==> config.mk <==
export PLATFORM = sky130hd
export DESIGN_NAME = cpu_control_fsm_flat
export DESIGN_NICKNAME = d
export VERILOG_FILES = /design/src/rtl/cpu_control_fsm_pkg.sv /design/src/rtl/cpu_control_fsm_if.sv /design/src/rtl/cpu_control_fsm_instr_decoder.sv /design/src/rtl/cpu_control_fsm.sv /design/src/flat_wrapper.sv
export SDC_FILE = /design/constraint.sdc
export NUM_CORES = 1
export LEC_CHECK = 0
export ABC_AREA = 1
export BUFFER_PORTS_ARGS = -buffer_cell sky130_fd_sc_hd__buf_4
export CAP_MARGIN = 20
export CORE_UTILIZATION = 40
export CTS_BUF_LIST = sky130_fd_sc_hd__clkbuf_16
export CTS_CLUSTER_DIAMETER = 150
export DETAILED_ROUTE_END_ITERATION = 10
export GPL_ROUTABILITY_DRIVEN = 0
export SYNTH_ARGS = -nofsm -noshare
export SYNTH_HDL_FRONTEND = slang
export SYNTH_SLANG_ARGS = --single-unit
==> constraint.sdc <==
create_clock -name clk -period 3.9 [get_ports clk]
set_input_delay 0.78 -clock clk [delete_from_list [all_inputs] [get_ports clk]]
set_output_delay 0.78 -clock clk [all_outputs]
set_load 0.02 [all_outputs]
==> src/rtl/cpu_control_fsm_pkg.sv <==
// -----------------------------------------------------------------------------
// cpu_control_fsm_pkg
// Shared definitions for the multicycle fetch/decode control stage:
//   - datapath / register-address width defaults
//   - instruction op / ext field encodings and ALU function codes
//   - FSM state encoding and decoded instruction classes
//   - immediate sign-extension helper
// -----------------------------------------------------------------------------
package cpu_control_fsm_pkg;

    localparam int CPU_WIDTH   = 16;
    localparam int CPU_REGBITS = 4;

    // Primary opcode field ir[15:12]
    localparam logic [3:0] OP_RTYPE = 4'b0000;
    localparam logic [3:0] OP_MEM   = 4'b0100;
    localparam logic [3:0] OP_ADDI  = 4'b0101;
    localparam logic [3:0] OP_SUBI  = 4'b1001;
    localparam logic [3:0] OP_MOVI  = 4'b1101;

    // Extended opcode field ir[7:4] for R-type and memory instructions
    localparam logic [3:0] EXT_AND  = 4'b0001;
    localparam logic [3:0] EXT_OR   = 4'b0010;
    localparam logic [3:0] EXT_XOR  = 4'b0011;
    localparam logic [3:0] EXT_ADD  = 4'b0101;
    localparam logic [3:0] EXT_SUB  = 4'b1001;
    localparam logic [3:0] EXT_CMP  = 4'b1011;
    localparam logic [3:0] EXT_MOV  = 4'b1101;
    localparam logic [3:0] EXT_LOAD = 4'b0000;
    localparam logic [3:0] EXT_STOR = 4'b0100;

    // ALU code driven when the instruction does not use the ALU
    localparam logic [3:0] ALU_IDLE = 4'b0000;

    typedef enum logic [2:0] {
        ST_FETCH  = 3'd0,
        ST_DECODE = 3'd1,
        ST_READ   = 3'd2,
        ST_EXEC   = 3'd3,
        ST_LWB    = 3'd4
    } state_e;

    typedef enum logic [2:0] {
        CLS_NOP  = 3'd0,
        CLS_ALU  = 3'd1,
        CLS_CMP  = 3'd2,
        CLS_LOAD = 3'd3,
        CLS_STOR = 3'd4
    } instr_class_e;

    // Sign-extend the 8-bit immediate to the default datapath width
    function automatic logic [CPU_WIDTH-1:0] sext_imm8(input logic [7:0] imm);
        return {{(CPU_WIDTH-8){imm[7]}}, imm};
    endfunction

endpackage

==> src/rtl/cpu_control_fsm_if.sv <==
// -----------------------------------------------------------------------------
// cpu_control_fsm_if
// Bus between the control stage and the datapath (BRAM, regfile, ALU).
//   master : control stage (drives pc, addresses, enables, ALU controls)
//   slave  : datapath (drives memData back)
// Signals:
//   memData    BRAM read data, valid one cycle after the address
//   pc         program counter
//   memAddrSel 0: BRAM addr = pc, 1: BRAM addr = regfile readData2
//   memWe      BRAM write enable (store data = readData1)
//   srcAddr    regfile read-port-2 address
//   dstAddr    regfile read-port-1 / write address
//   regWriteEn regfile write enable
//   wbSel      0: write ALU result, 1: write memData
//   aluOp      ALU function code
//   useImm     ALU B operand = immOut
//   immOut     sign-extended immediate
// -----------------------------------------------------------------------------
interface cpu_control_fsm_if #(
    parameter int WIDTH   = 16,
    parameter int REGBITS = 4
);
    logic [WIDTH-1:0]   memData;
    logic [WIDTH-1:0]   pc;
    logic               memAddrSel;
    logic               memWe;
    logic [REGBITS-1:0] srcAddr;
    logic [REGBITS-1:0] dstAddr;
    logic               regWriteEn;
    logic               wbSel;
    logic [3:0]         aluOp;
    logic               useImm;
    logic [WIDTH-1:0]   immOut;

    modport master (
        input  memData,
        output pc, memAddrSel, memWe, srcAddr, dstAddr,
        output regWriteEn, wbSel, aluOp, useImm, immOut
    );

    modport slave (
        output memData,
        input  pc, memAddrSel, memWe, srcAddr, dstAddr,
        input  regWriteEn, wbSel, aluOp, useImm, immOut
    );
endinterface

==> src/rtl/cpu_control_fsm_instr_decoder.sv <==
// -----------------------------------------------------------------------------
// instr_decoder
// Purely combinational instruction decode.
// Ports:
//   ir_i         instruction word
//   cls_o        instruction class (ALU / CMP / LOAD / STOR / NOP)
//   alu_op_o     ALU function code
//   use_imm_o    ALU B operand comes from the immediate
//   imm_o        sign-extended ir[7:0]
//   writes_reg_o instruction writes the destination register via the ALU
// -----------------------------------------------------------------------------
module instr_decoder
    import cpu_control_fsm_pkg::*;
#(
    parameter int WIDTH = CPU_WIDTH
) (
    input  logic [WIDTH-1:0] ir_i,
    output instr_class_e     cls_o,
    output logic [3:0]       alu_op_o,
    output logic             use_imm_o,
    output logic [WIDTH-1:0] imm_o,
    output logic             writes_reg_o
);

    logic [3:0] op_s;
    logic [3:0] ext_s;

    assign op_s  = ir_i[15:12];
    assign ext_s = ir_i[7:4];

    // Immediate is always presented; it only matters when use_imm_o is set
    assign imm_o = {{(WIDTH-8){ir_i[7]}}, ir_i[7:0]};

    // Classify the instruction and pick the ALU controls
    always_comb begin
        cls_o        = CLS_NOP;
        alu_op_o     = ALU_IDLE;
        use_imm_o    = 1'b0;
        writes_reg_o = 1'b0;
        case (op_s)
            OP_RTYPE: begin
                case (ext_s)
                    EXT_ADD, EXT_SUB, EXT_AND, EXT_OR, EXT_XOR, EXT_MOV: begin
                        cls_o        = CLS_ALU;
                        alu_op_o     = ext_s;
                        writes_reg_o = 1'b1;
                    end
                    EXT_CMP: begin
                        cls_o    = CLS_CMP;
                        alu_op_o = ext_s;
                    end
                    default: begin
                        cls_o = CLS_NOP;
                    end
                endcase
            end
            OP_ADDI, OP_SUBI, OP_MOVI: begin
                cls_o        = CLS_ALU;
                alu_op_o     = op_s;
                use_imm_o    = 1'b1;
                writes_reg_o = 1'b1;
            end
            OP_MEM: begin
                case (ext_s)
                    EXT_LOAD: cls_o = CLS_LOAD;
                    EXT_STOR: cls_o = CLS_STOR;
                    default:  cls_o = CLS_NOP;
                endcase
            end
            default: begin
                cls_o = CLS_NOP;
            end
        endcase
    end

endmodule

==> src/rtl/cpu_control_fsm.sv <==
// -----------------------------------------------------------------------------
// cpu_control_fsm
// Multicycle fetch/decode control stage in front of the register file and ALU.
// One instruction in flight: FETCH -> DECODE -> READ -> EXEC [-> LWB] -> FETCH.
// Ports:
//   clk    system clock, all state changes on the rising edge
//   reset  synchronous active-high reset
//   bus    control-side (master) view of cpu_control_fsm_if
// Parameters:
//   WIDTH    datapath / instruction width
//   REGBITS  register address width
//   RESET_PC pc value loaded on reset
// -----------------------------------------------------------------------------
module cpu_control_fsm
    import cpu_control_fsm_pkg::*;
#(
    parameter int               WIDTH    = CPU_WIDTH,
    parameter int               REGBITS  = CPU_REGBITS,
    parameter logic [WIDTH-1:0] RESET_PC = {WIDTH{1'b0}}
) (
    input  logic                  clk,
    input  logic                  reset,
    cpu_control_fsm_if.master     bus
);

    state_e             state_q;
    logic [WIDTH-1:0]   pc_q;
    logic [WIDTH-1:0]   ir_q;
    logic               mem_addr_sel_q;
    logic               mem_we_q;
    logic               reg_write_en_q;
    logic               wb_sel_q;
    logic [REGBITS-1:0] src_addr_q;
    logic [REGBITS-1:0] dst_addr_q;
    logic [3:0]         alu_op_q;
    logic               use_imm_q;
    logic [WIDTH-1:0]   imm_q;

    logic [WIDTH-1:0]   pc_d;
    logic [WIDTH-1:0]   dec_ir_s;
    instr_class_e       dec_cls_s;
    logic [3:0]         dec_alu_op_s;
    logic               dec_use_imm_s;
    logic [WIDTH-1:0]   dec_imm_s;
    logic               dec_writes_reg_s;

    // During DECODE the new instruction is still on memData; afterwards use ir
    always_comb begin
        if (state_q == ST_DECODE) begin
            dec_ir_s = bus.memData;
        end else begin
            dec_ir_s = ir_q;
        end
    end

    // Wrapping pc increment
    assign pc_d = pc_q + {{(WIDTH-1){1'b0}}, 1'b1};

    instr_decoder #(
        .WIDTH (WIDTH)
    ) u_decoder (
        .ir_i         (dec_ir_s),
        .cls_o        (dec_cls_s),
        .alu_op_o     (dec_alu_op_s),
        .use_imm_o    (dec_use_imm_s),
        .imm_o        (dec_imm_s),
        .writes_reg_o (dec_writes_reg_s)
    );

    // Control FSM: outputs are registered for the state being entered
    always_ff @(posedge clk) begin
        if (reset) begin
            state_q        <= ST_FETCH;
            pc_q           <= RESET_PC;
            ir_q           <= {WIDTH{1'b0}};
            mem_addr_sel_q <= 1'b0;
            mem_we_q       <= 1'b0;
            reg_write_en_q <= 1'b0;
            wb_sel_q       <= 1'b0;
            src_addr_q     <= {REGBITS{1'b0}};
            dst_addr_q     <= {REGBITS{1'b0}};
            alu_op_q       <= 4'b0000;
            use_imm_q      <= 1'b0;
            imm_q          <= {WIDTH{1'b0}};
        end else begin
            // Write enables are single-cycle pulses unless re-armed below
            mem_we_q       <= 1'b0;
            reg_write_en_q <= 1'b0;
            case (state_q)
                ST_FETCH: begin
                    mem_addr_sel_q <= 1'b0;
                    state_q        <= ST_DECODE;
                end
                ST_DECODE: begin
                    ir_q       <= bus.memData;
                    src_addr_q <= bus.memData[REGBITS-1:0];
                    dst_addr_q <= bus.memData[8 +: REGBITS];
                    alu_op_q   <= dec_alu_op_s;
                    use_imm_q  <= dec_use_imm_s;
                    imm_q      <= dec_imm_s;
                    state_q    <= ST_READ;
                end
                ST_READ: begin
                    // Arm the EXEC-cycle controls from the latched instruction
                    case (dec_cls_s)
                        CLS_ALU: begin
                            reg_write_en_q <= dec_writes_reg_s;
                            wb_sel_q       <= 1'b0;
                        end
                        CLS_STOR: begin
                            mem_addr_sel_q <= 1'b1;
                            mem_we_q       <= 1'b1;
                        end
                        CLS_LOAD: begin
                            mem_addr_sel_q <= 1'b1;
                        end
                        default: begin
                            mem_addr_sel_q <= 1'b0;
                        end
                    endcase
                    state_q <= ST_EXEC;
                end
                ST_EXEC: begin
                    if (dec_cls_s == CLS_LOAD) begin
                        // Load data arrives next cycle; write it back in LWB
                        reg_write_en_q <= 1'b1;
                        wb_sel_q       <= 1'b1;
                        state_q        <= ST_LWB;
                    end else begin
                        pc_q           <= pc_d;
                        mem_addr_sel_q <= 1'b0;
                        wb_sel_q       <= 1'b0;
                        state_q        <= ST_FETCH;
                    end
                end
                ST_LWB: begin
                    pc_q           <= pc_d;
                    mem_addr_sel_q <= 1'b0;
                    wb_sel_q       <= 1'b0;
                    state_q        <= ST_FETCH;
                end
                default: begin
                    mem_addr_sel_q <= 1'b0;
                    wb_sel_q       <= 1'b0;
                    state_q        <= ST_FETCH;
                end
            endcase
        end
    end

    // Reset suppresses any armed write in the very cycle it is asserted
    assign bus.regWriteEn = reg_write_en_q & ~reset;
    assign bus.memWe      = mem_we_q & ~reset;

    assign bus.pc         = pc_q;
    assign bus.memAddrSel = mem_addr_sel_q;
    assign bus.wbSel      = wb_sel_q;
    assign bus.srcAddr    = src_addr_q;
    assign bus.dstAddr    = dst_addr_q;
    assign bus.aluOp      = alu_op_q;
    assign bus.useImm     = use_imm_q;
    assign bus.immOut     = imm_q;

endmodule
==> src/flat_wrapper.sv <==
// flat-port wrapper written by rule: the top's interface ports become plain ports
module cpu_control_fsm_flat import cpu_control_fsm_pkg::*;
#(
    parameter int               WIDTH    = CPU_WIDTH,
    parameter int               REGBITS  = CPU_REGBITS,
    parameter logic [WIDTH-1:0] RESET_PC = {WIDTH{1'b0}}
)
  (clk, reset, bus_memData, bus_pc, bus_memAddrSel, bus_memWe, bus_srcAddr, bus_dstAddr, bus_regWriteEn, bus_wbSel, bus_aluOp, bus_useImm, bus_immOut);
  cpu_control_fsm_if #(.WIDTH(WIDTH), .REGBITS(REGBITS)) bus_i ();
  input  logic clk;
  input  logic reset;
  input wire logic [$bits(bus_i.memData)-1:0] bus_memData;
  output wire logic [$bits(bus_i.pc)-1:0] bus_pc;
  output wire logic [$bits(bus_i.memAddrSel)-1:0] bus_memAddrSel;
  output wire logic [$bits(bus_i.memWe)-1:0] bus_memWe;
  output wire logic [$bits(bus_i.srcAddr)-1:0] bus_srcAddr;
  output wire logic [$bits(bus_i.dstAddr)-1:0] bus_dstAddr;
  output wire logic [$bits(bus_i.regWriteEn)-1:0] bus_regWriteEn;
  output wire logic [$bits(bus_i.wbSel)-1:0] bus_wbSel;
  output wire logic [$bits(bus_i.aluOp)-1:0] bus_aluOp;
  output wire logic [$bits(bus_i.useImm)-1:0] bus_useImm;
  output wire logic [$bits(bus_i.immOut)-1:0] bus_immOut;
  assign bus_i.memData = bus_memData;
  assign bus_pc = bus_i.pc;
  assign bus_memAddrSel = bus_i.memAddrSel;
  assign bus_memWe = bus_i.memWe;
  assign bus_srcAddr = bus_i.srcAddr;
  assign bus_dstAddr = bus_i.dstAddr;
  assign bus_regWriteEn = bus_i.regWriteEn;
  assign bus_wbSel = bus_i.wbSel;
  assign bus_aluOp = bus_i.aluOp;
  assign bus_useImm = bus_i.useImm;
  assign bus_immOut = bus_i.immOut;
  cpu_control_fsm #(.WIDTH(WIDTH), .REGBITS(REGBITS), .RESET_PC(RESET_PC)) u_core (.clk(clk), .reset(reset), .bus(bus_i));
endmodule
==> out/results.ini, run 1 <==
[yosys]
synthMuxAreaShare = 0
synth_compound_area_frac = 0.103
synth_area_leaders = dfxtp_1 42%, nand2_1 11%, nor2_1 6.4%
synth.top_cell.area_share = 0.423
synth_top_family_by_area = simple AND/OR/NAND/NOR gates
seq_area_frac_synth = 0.423
yosysTopAreaCell = dfxtp_1
syn_area_sq_mm = 0.00246
yosysMostFrequentCell = nand2_1
ys_types = 31
synthCells = 338
async_flop_share = 0
ys.flop_type = dfxtp_1
ys_seq_elements = 52
synthSimpleGateAreaFrac = 0.322
syn_nets = 357
synthXorXnorAreaFrac = 0.0249
syn_avg_cell_area_sq_um = 7.29
synthAdderAreaFrac = 0.00508
yosysWarnings = 0
synth_common_cells = 70 x nand2_1, 52 x dfxtp_1, 42 x nor2_1
synth_edf_count = 0

[grt]
grt_max_degree = 34
grt_first_pass_wirelength_um = 9140
gr-total-overflow = 0
antenna_found_initial = 0
grtUsageTotal = 0.180
grt_pass1_vias = 2010

[worst_setup_path]
cp-startpoint = u_core.state_q[2]
r2r-end = u_core.bus.pc[3]
crit_path_end_kind = register
r2r_slack_ns = 1.50
crit_required_ns = 4.08
r2r-start = u_core.state_q[2]
crit_path_max_fanout = 27
crit_arrival_ns = 2.58
path_class = reg -> reg
r2r_cells = 14
crit_end = u_core.bus.pc[3]
critPathLaunchType = register

[timing]
setup_violations = 0
min_period_ns = 2.40
fin_tns_setup_ns = 0
max_freq_ghz = 0.417
maxSlewViolCount = 0
tightestPinTransition_ns = 0.725
rsz0062_at_grt = no
finalHoldViolations = 0
whs_ns = 0.468
skew_ns = 0.00443
relSlewSlack = 0.516
fin_crit_sh = 0.616

[clock_network]
tritoncts = yes
ctsHoldBuffers = 0
cts-root-buf = clkbuf_16
clock-sinks = 52
htreeDepth = 2
postCtsSetupBuffers = 0
clock_path_buffers = 2
cts_buffers = 5
insertion_delay_ns = 0.29
path_clk_slew_ns = 0.06
cts.repair.resized = 0

[outcome]
status = complete, no violations

[hold_path]
hold_class = reg -> reg
worstHoldStart = u_core.bus.useImm

[placed_design]
io_buffers = 66
placedCellCount = 452
hpwl_um = 3780
place_area_sq_mm = 0.00288

[layout]
drive_gt1_frac = 0.255
finalNonFillerCells = 460
antenna_cells = 0
area_growth_pct = 23.4
nets = 403
fill_cells = 602
final_area_sq_mm = 0.00304

[die]
num_io_pins = 67
start_util = 0.416
rows = 28
die_width_um = 80.5
core_sq_mm = 0.00592
die_y_um = 80.5
dieArea_sq_mm = 0.00648

[flow_run]
maxCapViolations = 0

[drt]
dr.pass1.iters = 4
drc = 0
drt_wl_total_um = 5440
drtIter0Drc = 102
topRoutingLayerUsed = met4
wire_per_inst_um = 11.8
routed-wl-met2_um = 2370
antenna_left = 0
via_per_inst = 4.71
met3WireLength_um = 314
met1Wirelength_um = 2700
vias = 2168

[power]
p_per_area_mw_per_mm2 = 416
leakagePower_nw = 1.38
power_w = 0.00126
ir_drop_mv = 0.182

==> power by group <==
group          switching (W)  total [W]  internal, W
clock network       0.000186   0.000485     0.000299
logic               0.000129   0.000206    0.0000765
registers          0.0000158   0.000574     0.000558
==> cell type report <==
type	instances	area, sq um	area share
clock buffer	5	125	0.0412
clock inverter	3	38.8	0.0128
inverter	33	124	0.0408
multi-input combinational	226	1120	0.369
sequential	52	1040	0.343
tap	75	93.8	0.0309
timing repair buffer	66	495	0.163
==> kinds of logic (layout without fill, tap and decap cells) <==
group / after synthesis / after routing
AO/OA/AOI/OAI: 48 / 48
XOR/XNOR: 7 / 7
adder cells (fa/ha/maj): 1 / 1
buffers and inverters: 60 / 107
flip-flops: 52 / 52
AND/OR/NAND/NOR: 170 / 170
==> placed cells by master (no fill, tap or decap) <==
| cell | n |
|---|---|
| nand2_4 | 2 |
| nor2_1 | 42 |
| nor2_4 | 1 |
| nor3b_1 | 1 |
| clkbuf_16 | 5 |
| nand4_1 | 3 |
| xnor2_1 | 3 |
| o21bai_1 | 1 |
| o211a_1 | 2 |
| nand2_1 | 70 |
| nor3_1 | 6 |
| a31oi_1 | 1 |
| ha_1 | 1 |
| clkinv_2 | 1 |
| bufinv_16 | 1 |
| o21ai_1 | 1 |
| o21ai_0 | 12 |
| a21oi_1 | 31 |
| nand3_1 | 19 |
| nand3_2 | 4 |
| nor2_2 | 3 |
| nand2_2 | 12 |
| buf_4 | 66 |
| inv_2 | 2 |
| xor2_1 | 4 |
| nor4_1 | 1 |
| nor3_2 | 1 |
| dfxtp_1 | 52 |
| inv_1 | 32 |
| nand3b_1 | 5 |
==> sequential cells by signal, indices dropped and copies added, names as in the netlist <==
signal and flops:
u_core.state_q 3, u_core.bus.immOut 8, u_core.reg_write_en_q 1, u_core.bus.srcAddr 4
u_core.bus.dstAddr 4, u_core.bus.pc 16, u_core.ir_q 8, u_core.bus.aluOp 4
u_core.bus.wbSel 1, u_core.bus.useImm 1, u_core.mem_we_q 1, u_core.bus.memAddrSel 1
==> per-stage QoR <==
step	setup WS (ns)	utilization
2_1_floorplan	1.63	-
3_3_place_gp	1.56	0.486
3_5_place_dp	1.50	0.486
4_1_cts	1.47	0.513
5_1_grt	1.21	0.513
6_report	1.50	0.513
==> how the worst min path moves through the flow <==
| stage | endpoint | slack (ns) | cells past startpoint |
|---|---|---|---|
| 2_1_floorplan | u_core.bus.dstAddr[0] | 0.46 | 2 |
| 3_3_place_gp | u_core.bus.srcAddr[1] | 0.46 | 2 |
| 3_5_place_dp | u_core.bus.srcAddr[1] | 0.46 | 2 |
| 4_1_cts | u_core.bus.srcAddr[1] | 0.47 | 2 |
| 5_1_grt | u_core.bus.srcAddr[0] | 0.48 | 2 |
| 6_report | u_core.bus.useImm | 0.47 | 2 |
==> critical path, cell delays in order (launching register included) <==
cell     delay [ns]
dfxtp_1        0.34
nor2_2         0.37
nand2_2        0.42
nand2_1        0.15
nand2_1        0.09
inv_2          0.09
nand2_2        0.07
nor2_2         0.09
nand2_1        0.07
nand2_2        0.07
nand2_4        0.17
inv_2          0.19
nor2_1         0.06
nor2_1         0.08
nor2_1         0.04
==> routing by layer <==
metal	up-vias	GRT usage
li1	1155	-
met1	953	0.238
met2	54	0.297
met3	6	0.0341
met4	0	0.0482
met5	-	0
(Power assumes the default switching activity.)
==> run 2, diff against run 1 <==
PLACE_DENSITY = 0.66   (was unset)
clock period = 2.1 ns   (was 3.9 ns; I/O delays follow)
==> run 2 against run 1 <==
  * Total power rose by 86%
  * Routed wire length fell by 2.6%
  * Final area rose by 1.5%
  * Clock skew rose by 0.0033 ns
  * Non-clock buffer count rose by 4
  * First-iteration DRC count fell by 35%
  * Die area did not move
  * Worst hold slack got worse by 0.082 ns
  * Critical path depth fell by 1
  * Fmax rose by 28%
==> out/results.ini, run 2 (synthesis results as in run 1) <==
[grt]
antenna_found_initial = 0
gr-total-overflow = 0
grt_first_pass_wirelength_um = 8460
grtUsageTotal = 0.169
grt_max_degree = 31
grt_pass1_vias = 1938

[die]
num_io_pins = 67
core_sq_mm = 0.00592
start_util = 0.416
dieArea_sq_mm = 0.00648
die_width_um = 80.5
die_y_um = 80.5
rows = 28

[worst_setup_path]
crit_required_ns = 2.28
cp_top_family = simple AND/OR/NAND/NOR gates
r2r_slack_ns = 0.22
critPathBufInv = 2
r2r-start = u_core.state_q[2]
crit_path_max_fanout = 24
slowest_delay_ns = 0.34
cp_cell_sequence = nor2_2 > buf_4 > nand3b_1 > nand2_2 > nand2_2 > nor2_2 > nand2_1 > nand2_2 > nand2_8 > inv_4 > nor2_1 > nor2_1 > nor2_1
crit_path_end_kind = register
critPathSlowestCell = dfxtp_1
critPathLaunchType = register
crit_arrival_ns = 2.06
r2r-end = u_core.bus.pc[3]
path_class = reg -> reg
r2r_cells = 13

[clock_network]
cts_buffers = 5
clock-sinks = 52
path_clk_slew_ns = 0.07
postCtsSetupBuffers = 0
htreeDepth = 2
tritoncts = yes
cts-root-buf = clkbuf_16
clock_path_buffers = 2
insertion_delay_ns = 0.29

[timing]
fin_crit_sh = 0.893
relSlewSlack = 0.572
setup_violations = 0
rsz0062_at_grt = no
finalHoldViolations = 0
skew_ns = 0.00776
whs_ns = 0.386
maxSlewViolCount = 0
tightestPinTransition_ns = 0.642
min_period_ns = 1.88
setup_slack_ns = 0.225
max_freq_ghz = 0.533
fin_tns_setup_ns = 0

[drt]
vias = 2212
drt_wl_total_um = 5300
antenna_left = 0
via_per_inst = 4.77
dr.pass1.iters = 5
drtIter0Drc = 66
wire_per_inst_um = 11.4
drc = 0

[flow_run]
maxCapViolations = 0

[power]
power_w = 0.00236
leakagePower_nw = 1.40
ir_drop_mv = 0.401
p_per_area_mw_per_mm2 = 764

[placed_design]
io_buffers = 66
hpwl_um = 3820
pre_cts_slack_ns = 0.202
place_area_sq_mm = 0.00291

[outcome]
status = complete, no violations

[layout]
fill_cells = 591
largest_register_ffs = 16
area_growth_pct = 25.2
layout_common_cells = 70 x nand2_1, 70 x buf_4, 52 x dfxtp_1
antenna_cells = 0
nets = 407
multiInputGateArea_sq_mm = 0.00113
seq_area_sq_mm = 0.00104
final_area_sq_mm = 0.00309
drive_gt1_frac = 0.262

[hold_path]
hold_class = in -> reg
whs_endpoint = u_core.bus.dstAddr[3]
worstHoldStart = bus_memData[11]
whs_path_depth = 3

==> run 2: worst max-delay path by stage <==
stage                      startpoint                 to  slack [ns]  cells past startpoint
finish              u_core.state_q[2]   u_core.bus.pc[3]        0.22                     13
global route        u_core.state_q[2]   u_core.bus.pc[3]        0.01                     13
CTS                 u_core.state_q[2]   u_core.bus.pc[3]        0.18                     13
detailed placement  u_core.state_q[2]   u_core.bus.pc[3]        0.20                     13
global placement    u_core.state_q[2]   u_core.bus.pc[3]        0.26                     13
floorplan            u_core.bus.pc[0]  u_core.bus.pc[12]        0.39                      9
==> run 2: where the power goes <==
group / leakage, nW / switching, W / internal, W
clock network: 0.0850 / 0.000345 / 0.000556
logic: 0.895 / 0.000243 / 0.000150
registers: 0.425 / 0.0000263 / 0.00104
total: 1.40 / 0.000614 / 0.00174
==> run 2: layout make-up <==
| cell class | count | area share |
|---|---|---|
| Clock buffer | 5 | 0.0406 |
| Clock inverter | 3 | 0.0126 |
| Inverter | 33 | 0.0410 |
| Multi-Input combinational cell | 226 | 0.368 |
| Sequential cell | 52 | 0.337 |
| Tap cell | 75 | 0.0304 |
| Timing Repair Buffer | 70 | 0.170 |
==> run 2: worst register-to-register path: cells and delay by family, from the launching register on <==
family	cells	cell delay, ns
simple gates	11	1.08
flops	1	0.34
buf+inv	2	0.34
==> run 2: per-layer routing <==
layer / up-vias / routed length (um) / part of all wire / track usage
met1: 985 / 2480 / 0.47 / 0.200
met4: 0 / 66 / 0.012 / 0.0518
met3: 6 / 299 / 0.056 / 0.0432
li1: 1163 / - / - / -
met5: - / 0 / 0 / 0
met2: 58 / 2460 / 0.46 / 0.295
==> run 2: repair_timing <==
item,CTS,global route
endpoints found under the setup margin,0,6
gates resized for setup,0,3
hold buffers,0,0
==> run 2: stage by stage <==
stage | utilization | std cells
2_1_floorplan | - | 338
3_3_place_gp | 0.491 | 456
3_5_place_dp | 0.491 | 456
4_1_cts | 0.518 | 464
5_1_grt | 0.521 | 464
6_report | 0.521 | 464
